==> config.mk <==
export PLATFORM = sky130hd
export DESIGN_NAME = l1_mem_arbiter
export DESIGN_NICKNAME = d
export VERILOG_FILES = /design/src/rtl/l1_mem_arbiter.sv
export SDC_FILE = /design/constraint.sdc
export NUM_CORES = 1
export LEC_CHECK = 0
export CAP_MARGIN = 20
export CORE_UTILIZATION = 36
export DETAILED_ROUTE_END_ITERATION = 8
export GPL_TIMING_DRIVEN = 0
export PLACE_DENSITY = 0.79
export SLEW_MARGIN = 25
export SYNTH_ARGS = -nofsm -noshare
export SYNTH_HDL_FRONTEND = slang
export SYNTH_SLANG_ARGS = --single-unit
==> constraint.sdc <==
create_clock -name clk -period 2 [get_ports clk]
set_input_delay 0.6 -clock clk [delete_from_list [all_inputs] [get_ports clk]]
set_output_delay 0.6 -clock clk [all_outputs]
set_load 0.05 [all_outputs]
==> src/rtl/l1_mem_arbiter.sv <==
// Two-port L1 (I$ = port 0, D$ = port 1) arbiter for a single external memory port.
// One registered transaction at a time, round-robin fairness, ownership lock and timeout.
module l1_mem_arbiter #(
  parameter int unsigned ADDR_WIDTH = 32,
  parameter int unsigned DATA_WIDTH = 32,
  parameter int unsigned TIMEOUT    = 64
) (
  input  logic                  clk,
  input  logic                  reset,
  input  logic                  p0_req,
  input  logic                  p0_we,
  input  logic                  p0_lock,
  input  logic [ADDR_WIDTH-1:0] p0_addr,
  input  logic [DATA_WIDTH-1:0] p0_wdata,
  output logic [DATA_WIDTH-1:0] p0_rdata,
  output logic                  p0_ready,
  output logic                  p0_err,
  input  logic                  p1_req,
  input  logic                  p1_we,
  input  logic                  p1_lock,
  input  logic [ADDR_WIDTH-1:0] p1_addr,
  input  logic [DATA_WIDTH-1:0] p1_wdata,
  output logic [DATA_WIDTH-1:0] p1_rdata,
  output logic                  p1_ready,
  output logic                  p1_err,
  output logic                  mem_request,
  output logic                  mem_write_enable,
  output logic [ADDR_WIDTH-1:0] mem_address,
  output logic [DATA_WIDTH-1:0] mem_write_data,
  input  logic [DATA_WIDTH-1:0] mem_response_data,
  input  logic                  mem_ready,
  output logic                  busy,
  output logic                  owner
);

  typedef enum logic [0:0] {StIdle, StBusy} state_e;

  localparam bit          TimeoutEn  = (TIMEOUT != 0);
  localparam int unsigned TimerWidth = TimeoutEn ? $clog2(TIMEOUT + 1) : 1;
  localparam logic [TimerWidth-1:0] TimerLast = TimerWidth'(TimeoutEn ? TIMEOUT - 1 : 0);

  state_e                r_state, w_state_next;
  logic                  r_owner, r_rr, r_lock_vld, r_lock_port, r_we;
  logic [ADDR_WIDTH-1:0] r_addr;
  logic [DATA_WIDTH-1:0] r_wdata, r_p0_rdata, r_p1_rdata;
  logic                  r_p0_ready, r_p0_err, r_p1_ready, r_p1_err;
  logic [TimerWidth-1:0] r_timer;
  logic                  w_elig0, w_elig1, w_grant, w_grant_port, w_done, w_timeout;

  // A port still showing its completion pulse is not eligible, so a held req is not re-granted.
  assign w_elig0 = p0_req & ~r_p0_ready & ~r_p0_err;
  assign w_elig1 = p1_req & ~r_p1_ready & ~r_p1_err;

  always_comb begin
    w_grant      = 1'b0;
    w_grant_port = 1'b0;
    if (r_state == StIdle) begin
      if (r_lock_vld) begin
        w_grant      = r_lock_port ? w_elig1 : w_elig0;
        w_grant_port = r_lock_port;
      end else if (w_elig0 && w_elig1) begin
        w_grant      = 1'b1;
        w_grant_port = r_rr;
      end else if (w_elig0 || w_elig1) begin
        w_grant      = 1'b1;
        w_grant_port = w_elig1;
      end
    end
  end

  // mem_ready takes priority over an expiring timer on the same edge.
  assign w_done    = (r_state == StBusy) && mem_ready;
  assign w_timeout = TimeoutEn && (r_state == StBusy) && !mem_ready && (r_timer == TimerLast);

  always_ff @(posedge clk or negedge reset) begin
    if (!reset) r_state <= StIdle;
    else        r_state <= w_state_next;
  end

  always_comb begin
    w_state_next = r_state;
    unique case (r_state)
      StIdle: if (w_grant) w_state_next = StBusy;
      StBusy: if (w_done || w_timeout) w_state_next = StIdle;
      default: w_state_next = StIdle;
    endcase
  end

  always_comb begin
    busy        = (r_state == StBusy);
    mem_request = (r_state == StBusy);
  end

  always_ff @(posedge clk or negedge reset) begin
    if (!reset) begin
      r_owner     <= 1'b0;
      r_rr        <= 1'b0;
      r_lock_vld  <= 1'b0;
      r_lock_port <= 1'b0;
      r_we        <= 1'b0;
      r_addr      <= '0;
      r_wdata     <= '0;
      r_p0_rdata  <= '0;
      r_p1_rdata  <= '0;
      r_p0_ready  <= 1'b0;
      r_p0_err    <= 1'b0;
      r_p1_ready  <= 1'b0;
      r_p1_err    <= 1'b0;
      r_timer     <= '0;
    end else begin
      r_p0_ready <= 1'b0;
      r_p0_err   <= 1'b0;
      r_p1_ready <= 1'b0;
      r_p1_err   <= 1'b0;
      if (w_grant) begin
        r_addr  <= w_grant_port ? p1_addr : p0_addr;
        r_wdata <= w_grant_port ? p1_wdata : p0_wdata;
        r_we    <= w_grant_port ? p1_we : p0_we;
        r_owner <= w_grant_port;
        r_rr    <= ~w_grant_port;
        r_timer <= '0;
      end else if (w_done) begin
        if (r_owner) begin
          r_p1_ready <= 1'b1;
          if (!r_we) r_p1_rdata <= mem_response_data;
        end else begin
          r_p0_ready <= 1'b1;
          if (!r_we) r_p0_rdata <= mem_response_data;
        end
        r_lock_vld  <= r_owner ? p1_lock : p0_lock;
        r_lock_port <= r_owner;
      end else if (w_timeout) begin
        r_p0_err   <= ~r_owner;
        r_p1_err   <= r_owner;
        r_lock_vld <= 1'b0;
      end else if (TimeoutEn && (r_state == StBusy)) begin
        r_timer <= r_timer + 1'b1;
      end
    end
  end

  assign p0_rdata         = r_p0_rdata;
  assign p0_ready         = r_p0_ready;
  assign p0_err           = r_p0_err;
  assign p1_rdata         = r_p1_rdata;
  assign p1_ready         = r_p1_ready;
  assign p1_err           = r_p1_err;
  assign mem_write_enable = r_we;
  assign mem_address      = r_addr;
  assign mem_write_data   = r_wdata;
  assign owner            = r_owner;

endmodule

-- Word-level counts from Yosys, hierarchy flattened
Cells that the tools add are included.
- register bits: 145
- bits of input ports: 169
- output and inout port bits: 136
- $add $sub $neg: 1
- equality and inequality tests: 3
- mux-type cells: 34
- bitwise gates (word level): 13
- reductions and logical operators: 14
- operator list (operator ; number):
    32-bit two-way mux ; 2
    7-bit two-way mux ; 4
    1-bit two-way mux ; 27
    1-bit NOT ; 9
    4-bit AND reduction ; 2
    7-bit by 1-bit adder with 7-bit output (second input constant) ; 1
    7-bit by 6-bit == test with 1-bit output (second input constant) ; 1
    1-bit bitwise AND ; 4
    1-bit logical AND ; 4
    2-bit != test (second input constant) ; 2
    2-bit AND reduction ; 2
    2-bit nonzero test ; 2
    3-bit AND reduction ; 1
    1-bit logical OR ; 2
    1-bit case mux with 2 select lines ; 1
    1-bit logical NOT ; 1

-- Depth between registers and ports, before layout
Gate-level depths: netlist of the first run.
- depth in word-level cells: 10
- gate-level depth with buffers: 7
- mapped depth without buffers: 5

-- Least setup slack after synthesis of the first run
No wires, ideal clock.
- kind: register to register
- from: reg r_p1_ready, in the netlist p1_ready
- to: reg r_addr[25], in the netlist mem_address[25]
- library setup time: 0.126 ns
- arrival time: 2.243 ns
- data required time: 1.874 ns
- slack: -0.369 ns
- stages on the path, launching flop included: 8
- buffers on the path: 3
- cell sequence: dfrtp_1 or3b_4 or3_4 and2_4 buf_6 buf_6 buf_6 a221o_1
- longest elaborated chain between the ends: 9
- ends and longest elaborated chain (item ; line ; text):
    start, declared ; 46 ; logic r_p0_ready, r_p0_err, r_p1_ready, r_p1_err;
    start signal, assigned ; 107 ; r_p1_ready <= 1'b0;
    start signal, assigned ; 113 ; r_p1_ready <= 1'b0;
    start signal, assigned ; 124 ; r_p1_ready <= 1'b1;
    1-bit NOT * ; 52 ; assign w_elig1 = p1_req & ~r_p1_ready & ~r_p1_err;
    1-bit bitwise AND * (2 in series) ; 52 ;
    1-bit logical OR ; 64 ; end else if (w_elig0 || w_elig1) begin
    1-bit two-way mux ; 64 ;
    1-bit two-way mux ; 61 ; end else if (w_elig0 && w_elig1) begin
    1-bit two-way mux ; 58 ; if (r_lock_vld) begin
    1-bit two-way mux ; 57 ; if (r_state == StIdle) begin
    32-bit two-way mux ; 116 ; r_addr <= w_grant_port ? p1_addr : p0_addr;
    end signal, assigned ; 116 ;
    end, declared ; 44 ; logic [ADDR_WIDTH-1:0] r_addr;
Mark *: on every way between the ends. The rest lies on a longest branch, timed or not.
A chain may end at the register's enable or synchronous reset.

-- Worst setup path in the final report of the first run
- from: reg r_p1_ready, in the netlist p1_ready
- to: reg r_addr[9], in the netlist mem_address[9]
The elaborated chain is that of the path after synthesis.

==> run metrics, run 1 <==
critical path, cell by cell or3b_4, or3_4, and2_4, buf_4, clkbuf_8, a221o_1; main combinational cell family by area after synthesis compound AO/OA/AOI/OAI gates; # rows between 40 and 50; fmax between 0.4 and 0.5 GHz; Setup WS post-layout -0.0988 ns; die span in x approximately 130 um; CTS Buffer Depth 2; RSZ-0062 raised after global routing yes; critical path class flop to flop; CTS Hold Bufs 0; post-synth net total about 590; Post-Synth Simple-Gate Area 0.0997; Layout Cells excl Fill about 1000; Leak around 4.7 nW; synth unique cells 35; Seq/Total Area, Yosys 0.617; Sequential Power Share 0.262; YS warnings 0; Crit Reg-Reg Startpoint p1_ready$_DFF_PN0_; syn_area_per_cell between 10 and 15 sq um; critical path's top delay family simple AND/OR/NAND/NOR gates; R2R cell count 6; post-synthesis mux area share 0.126; Top Ports ~310; Compound-Gate Fraction of Synth Area 0.131; number of DRC markers in iteration 0 243; NetSw a little over 9 mW; vias in the first global route approximately 5300; WL per Instance about 20 um; crit-path max FO 5; Slew HR 0.521; fin crit share 1.05; post-synth top area share 0.617; initial antenna violation count 0; diode count 0; ANT nets after route 0; reg-to-reg slack, setup -0.1 ns; pin count of the biggest net entering global routing 90; share of flip-flops with an asynchronous set or reset 1.00; Power Internal between 10 and 15 mW; outcome finished with violations; power density cells ~1900 mW/mm^2; CP required 2.30 ns; share of layout cells above drive strength 1 0.213; routed wire length ~20 mm; Initial Util 0.369; Synth Area in Adders 0.00213; Port Buffers around 300; VDD IR-drop max around 1.0 mV; Sw Ratio 0.468; part of the power in combinational logic 0.564; Worst setup SP type flop; post-synthesis xor/xnor area fraction 0; Via-to-Cell Ratio roughly 5; global-route usage over all layers 0.240; core footprint between 0.015 and 0.02 sq mm; synth-to-layout area growth 74.1%; Pre-Repair DR Iteration Count 4; Worst Path Buf+Inv 2; Clk Latency, worst-skew pair ~0.42 ns; full die area approximately 0.017 sq mm; Yosys top cell by area dfrtp_1; Final min period between 2 and 2.5 ns; final hold vios 0; setup violators final 68; Worst-Margin Slew between 0.7 and 0.8 ns; Slew Viols, Final 0; clock skew between 0.01 and 0.015 ns; pre-CTS setup slack -1.19 ns; first-pass GRT wire length about 30 mm; TritonCTS clock tree done; Die Ht 130 um; GP Congestion around 0.86; Min-Delay Path Class primary input to asynchronous set/reset pin; H-Tree Depth 4; EDFF count, synth 0; Post-DP HPWL about 14 mm; CTS root buffer clkbuf_16; nets@finish between 900 and 1000; worst r2r dst mem_address[9]$_DFFE_PN0N_; clk sink count 145; CP Capture Type flop; Post-route DRC 0; placed cell count around 940; main area contributors after synthesis dfrtp_1 (62%), mux2_2 (12%), a221o_1 (11%), and2_1 (6.9%), clkbuf_1 (1.4%); Clk pwr share 0.175; via count about 5000; Worst-path clk slew 0.06 ns; Post-Synthesis Cells 422; worst hold slack a little over 0.08 ns; Worst EP arrival about 2.4 ns; failing checks negative setup slack; grt total ovfl 0; Yosys reg bits roughly 150; Post-Syn Area a little under 0.006 sq mm; Num CTS Buffers 17; overall power between 15 and 20 mW; number of max-cap violations 0; Top FF cell, synth dfrtp_1; Slowest-stage cell, CP or3b_4; Largest stage delay, worst path 0.42 ns
## worst max-delay path by stage
stage	start	endpoint	slack, ns	cells after the start
floorplan	p1_req	mem_address[25]$_DFFE_PN0N_	-0.24	7
global route	p0_req	mem_address[20]$_DFFE_PN0N_	-0.15	7
CTS	p1_err$_DFF_PN0_	mem_address[26]$_DFFE_PN0N_	-0.19	6
global placement	reset	p1_err$_DFF_PN0_	-5.67	1
detailed placement	p1_req	mem_write_data[21]$_DFFE_PN0N_	-1.19	7
finish	p1_ready$_DFF_PN0_	mem_address[9]$_DFFE_PN0N_	-0.1	6
## layout by cell type, fill, tap and decap left out, drive strengths merged, types with 2 or more instances in the layout
cell,netlist,layout
dlygate4sd2,0,130
o31ai,2,2
clkdlybuf4s50,0,166
nor2b,3,3
o21ai,3,3
buf,8,30
clkinv,0,4
nand3,3,3
a21oi,4,4
clkdlybuf4s15,0,4
mux2i,2,2
nor2,3,3
bufinv,0,4
clkbuf,22,44
a221o,65,65
inv,2,6
nand2b,2,2
o22ai,2,2
clkinvlp,0,2
and3,2,2
nand2,7,7
or3,3,3
and2,66,67
nor3b,2,2
a21o,3,3
mux2,64,64
dfrtp,145,145
## worst register-to-register path: cells and delay by family, from the launching register on
family          cells  cell delay [ns]
compound gates      1             0.34
buf+inv             2             0.29
flops               1             0.40
simple gates        3             0.97
## registers in the layout (all words and copies together) (netlist names), 7 cells and up
name,cells
mem_address,32
mem_write_data,32
p0_rdata,32
p1_rdata,32
r_timer,7
## power groups by stage
| stage | Clock (mW) | Sequential, mW | Combinational (mW) |
|---|---|---|---|
| floorplan | 0 | 9.66 | 2.58 |
| global placement | 0 | 5.14 | 10.9 |
| detailed placement | 0 | 5.22 | 11.1 |
| CTS | 3.50 | 5.17 | 11.1 |
| global route | 3.63 | 5.34 | 11.6 |
| finish | 3.45 | 5.16 | 11.1 |
## logic make-up (layout without fill, tap and decap cells)
kind of cell,Yosys count,count (layout)
buffers and inverters,32,390
DFF,145,145
and+or+nand+nor,96,97
muxes,66,66
AOI/OAI and AO/OA,82,82
adders and majority gates,1,1
## layout make-up
class | count | area [sq um]
Clock inverter | 14 | 204
Buffer | 29 | 342
Timing Repair Buffer | 327 | 3180
Fill cell | 1251 | 5700
Multi-Input combinational cell | 246 | 2170
Clock buffer | 18 | 439
Inverter | 2 | 7.51
Sequential cell | 145 | 3630
Tap cell | 216 | 270
## through the flow
step	TNS, ns	instance area (sq um)	util
2_1_floorplan	-12.38	5910	-
3_3_place_gp	-861.86	9220	0.578
3_5_place_dp	-120.01	9250	0.580
4_1_cts	-9.08	10200	0.641
5_1_grt	-8.02	10200	0.643
6_report	-4.36	10200	0.643
## synthesized netlist by cell type, drive strengths merged, types with 3 or more instances
cell type,instances
nor2b,3
and2,66
nor2,3
nand2,7
dfrtp,145
a21oi,4
a21o,3
clkbuf,22
mux2,64
a221o,65
or3,3
buf,8
o21ai,3
nand3,3
## metal layers
metal / global-route usage / vias to the layer above / wire length (um)
li1: - / 2275 / -
met1: 0.271 / 2435 / 7620
met2: 0.418 / 261 / 10100
met3: 0.0783 / 27 / 1730
met4: 0.0985 / 0 / 397
met5: 0 / - / 0
## repair_timing
action                                  CTS  global route
cloned                                   10             0
setup buffers                            11             2
endpoints found under the setup margin  267            99
endpoints found under the hold margin     0             0
pin swaps                                50            16
resized for setup                       221            12
Power figures use the tool's default switching activity.
==> run 2, diff against run 1 <==
Settings changed: SLEW_MARGIN 25 to 20.
==> results of run 2 <==
No change in the layout: final DEF, timing and power equal those of run 1.
==> run 3, diff against run 2 <==
Settings changed: CELL_PAD_IN_SITES_DETAIL_PLACEMENT set to 2, CELL_PAD_IN_SITES_GLOBAL_PLACEMENT set to 2, CORE_UTILIZATION 36 to 24, PLACE_DENSITY 0.79 to not set, PLACE_DENSITY_LB_ADDON set to 0.1.
Clock period 2 ns to 2.35 ns, I/O delays scaled along.
==> run metrics, run 3 (synthesis results as in run 1) <==
ANT nets after route 0; most frequent cells in the layout clkdlybuf4s50_1 (230), dfrtp_1 (145), and2_1 (65), a221o_1 (65), mux2_2 (61); fin crit share 0.986; global-route usage over all layers 0.182; Worst EP arrival ~1.6 ns; critical path, cell by cell clkdlybuf4s50_1; Via-to-Cell Ratio about 4.6; Layout Cells excl Fill between 1000 and 1500; CP required approximately 1.6 ns; Clk Latency, worst-skew pair between 0.4 and 0.5 ns; outcome finished clean; pin count of the biggest net entering global routing about 80; Num CTS Buffers 17; Leak around 4.9 nW; initial antenna violation count 1; CTS Hold Bufs 0; final hold vios 0; number of max-cap violations 0; first-pass GRT wire length 33.5 mm; Final Cell Area around 0.010 sq mm; Slew Viols, Final 0; Worst Path Buf+Inv 1; critical path's top delay family buffers and inverters; via count ~4900; CTS Buffer Depth 2; Min-Delay Path Class primary input to asynchronous set/reset pin; overall power about 17 mW; GP Congestion between 0.7 and 0.8; Largest stage delay, worst path around 0.83 ns; Pre-Repair DR Iteration Count 4; vias in the first global route 5813; TritonCTS clock tree done; Post-route DRC 0; placed cell count ~1000; power density cells 1630 mW/mm^2; CTS root buffer clkbuf_16; core footprint 0.0238 sq mm; Die Ht approximately 160 um; Port Buffers 304; Post-DP HPWL around 17 mm; Worst-path clk slew about 0.070 ns; Initial Util 0.248; Final min period roughly 2.3 ns; CP Capture Type output port; Final Util 0.428; synth-to-layout area growth 72.9%; grt total ovfl 0; WL per Instance about 21 um; Slew HR 0.520; full die area roughly 0.025 sq mm; most common cell after layout, fill and taps aside clkdlybuf4s50_1; # rows 56; Top Ports 305; VDD IR-drop max between 0.5 and 0.6 mV; Worst-Margin Slew slightly above 0.7 ns; H-Tree Depth 4; fmax roughly 0.43 GHz; Worst setup SP type flop; clock skew between 0.01 and 0.015 ns; routed wire length approximately 22 mm; Slowest-stage cell, CP clkdlybuf4s50_1; critical path class flop to output port; fill count 2373; setup violators final 0; die span in x about 160 um; crit-path max FO 2; worst hold slack 0.204 ns; nets@finish 920; share of layout cells above drive strength 1 0.174; Placed Area 0.00936 sq mm; number of DRC markers in iteration 0 200; clk sink count roughly 150
==> run 3: worst paths after layout <==
kind / endpoint / slack (ns) / start / depth (start not counted)
min in group clk: r_rr$_DFFE_PN0N_ / 0.50 / r_rr$_DFFE_PN0N_ / 1
max: p1_rdata[8] / 0.03 / p1_rdata[8]$_DFFE_PN0P_ / 1
max in group asynchronous: mem_address[15]$_DFFE_PN0N_ / 1.34 / reset / 2
max reg2reg: mem_address[27]$_DFFE_PN0N_ / 0.11 / p1_ready$_DFF_PN0_ / 7
min reg2reg: r_rr$_DFFE_PN0N_ / 0.50 / r_rr$_DFFE_PN0N_ / 1
min: p1_rdata[29]$_DFFE_PN0P_ / 0.20 / reset / 1
==> run 3: layout make-up <==
class | instances | area [sq um] | share of cell area
multi-input combinational | 245 | 2150 | 0.211
clock buffer | 20 | 457 | 0.0449
sequential | 145 | 3630 | 0.357
buffer | 30 | 219 | 0.0215
tap | 319 | 399 | 0.0392
antenna | 1 | 2.50 | 0.000246
timing repair buffer | 309 | 3220 | 0.316
inverter | 2 | 7.51 | 0.000738
clock inverter | 12 | 98.8 | 0.00971
==> run 3: per-stage QoR <==
step	worst slack, ns	setup TNS [ns]
6_report	0.0331	0
4_1_cts	0.000149	0
3_5_place_dp	-1.08	-103.18
3_3_place_gp	-5.58	-903.37
5_1_grt	-0.00931	-0.0453
2_1_floorplan	-0.0219	-0.132
==> run 3: routing by layer <==
layer	vias to the layer above	wire, um	share of wire	track usage
met5	-	13	0.00058	0
li1	2233	-	-	-
met1	2471	8000	0.36	0.187
met4	2	208	0.0093	0.0536
met2	214	11700	0.52	0.328
met3	17	2570	0.11	0.0849
==> run 3: timing repair <==
item	4_1_cts	5_1_grt
pin swaps	2	0
gates cloned	1	0
gates resized for setup	63	59
setup buffers	3	0
endpoints found under the setup margin	151	110
==> run 3: power by group <==
part           switching, mW  internal (mW)
logic                   6.01           3.56
clock network           1.13           1.43
registers              0.737           3.68
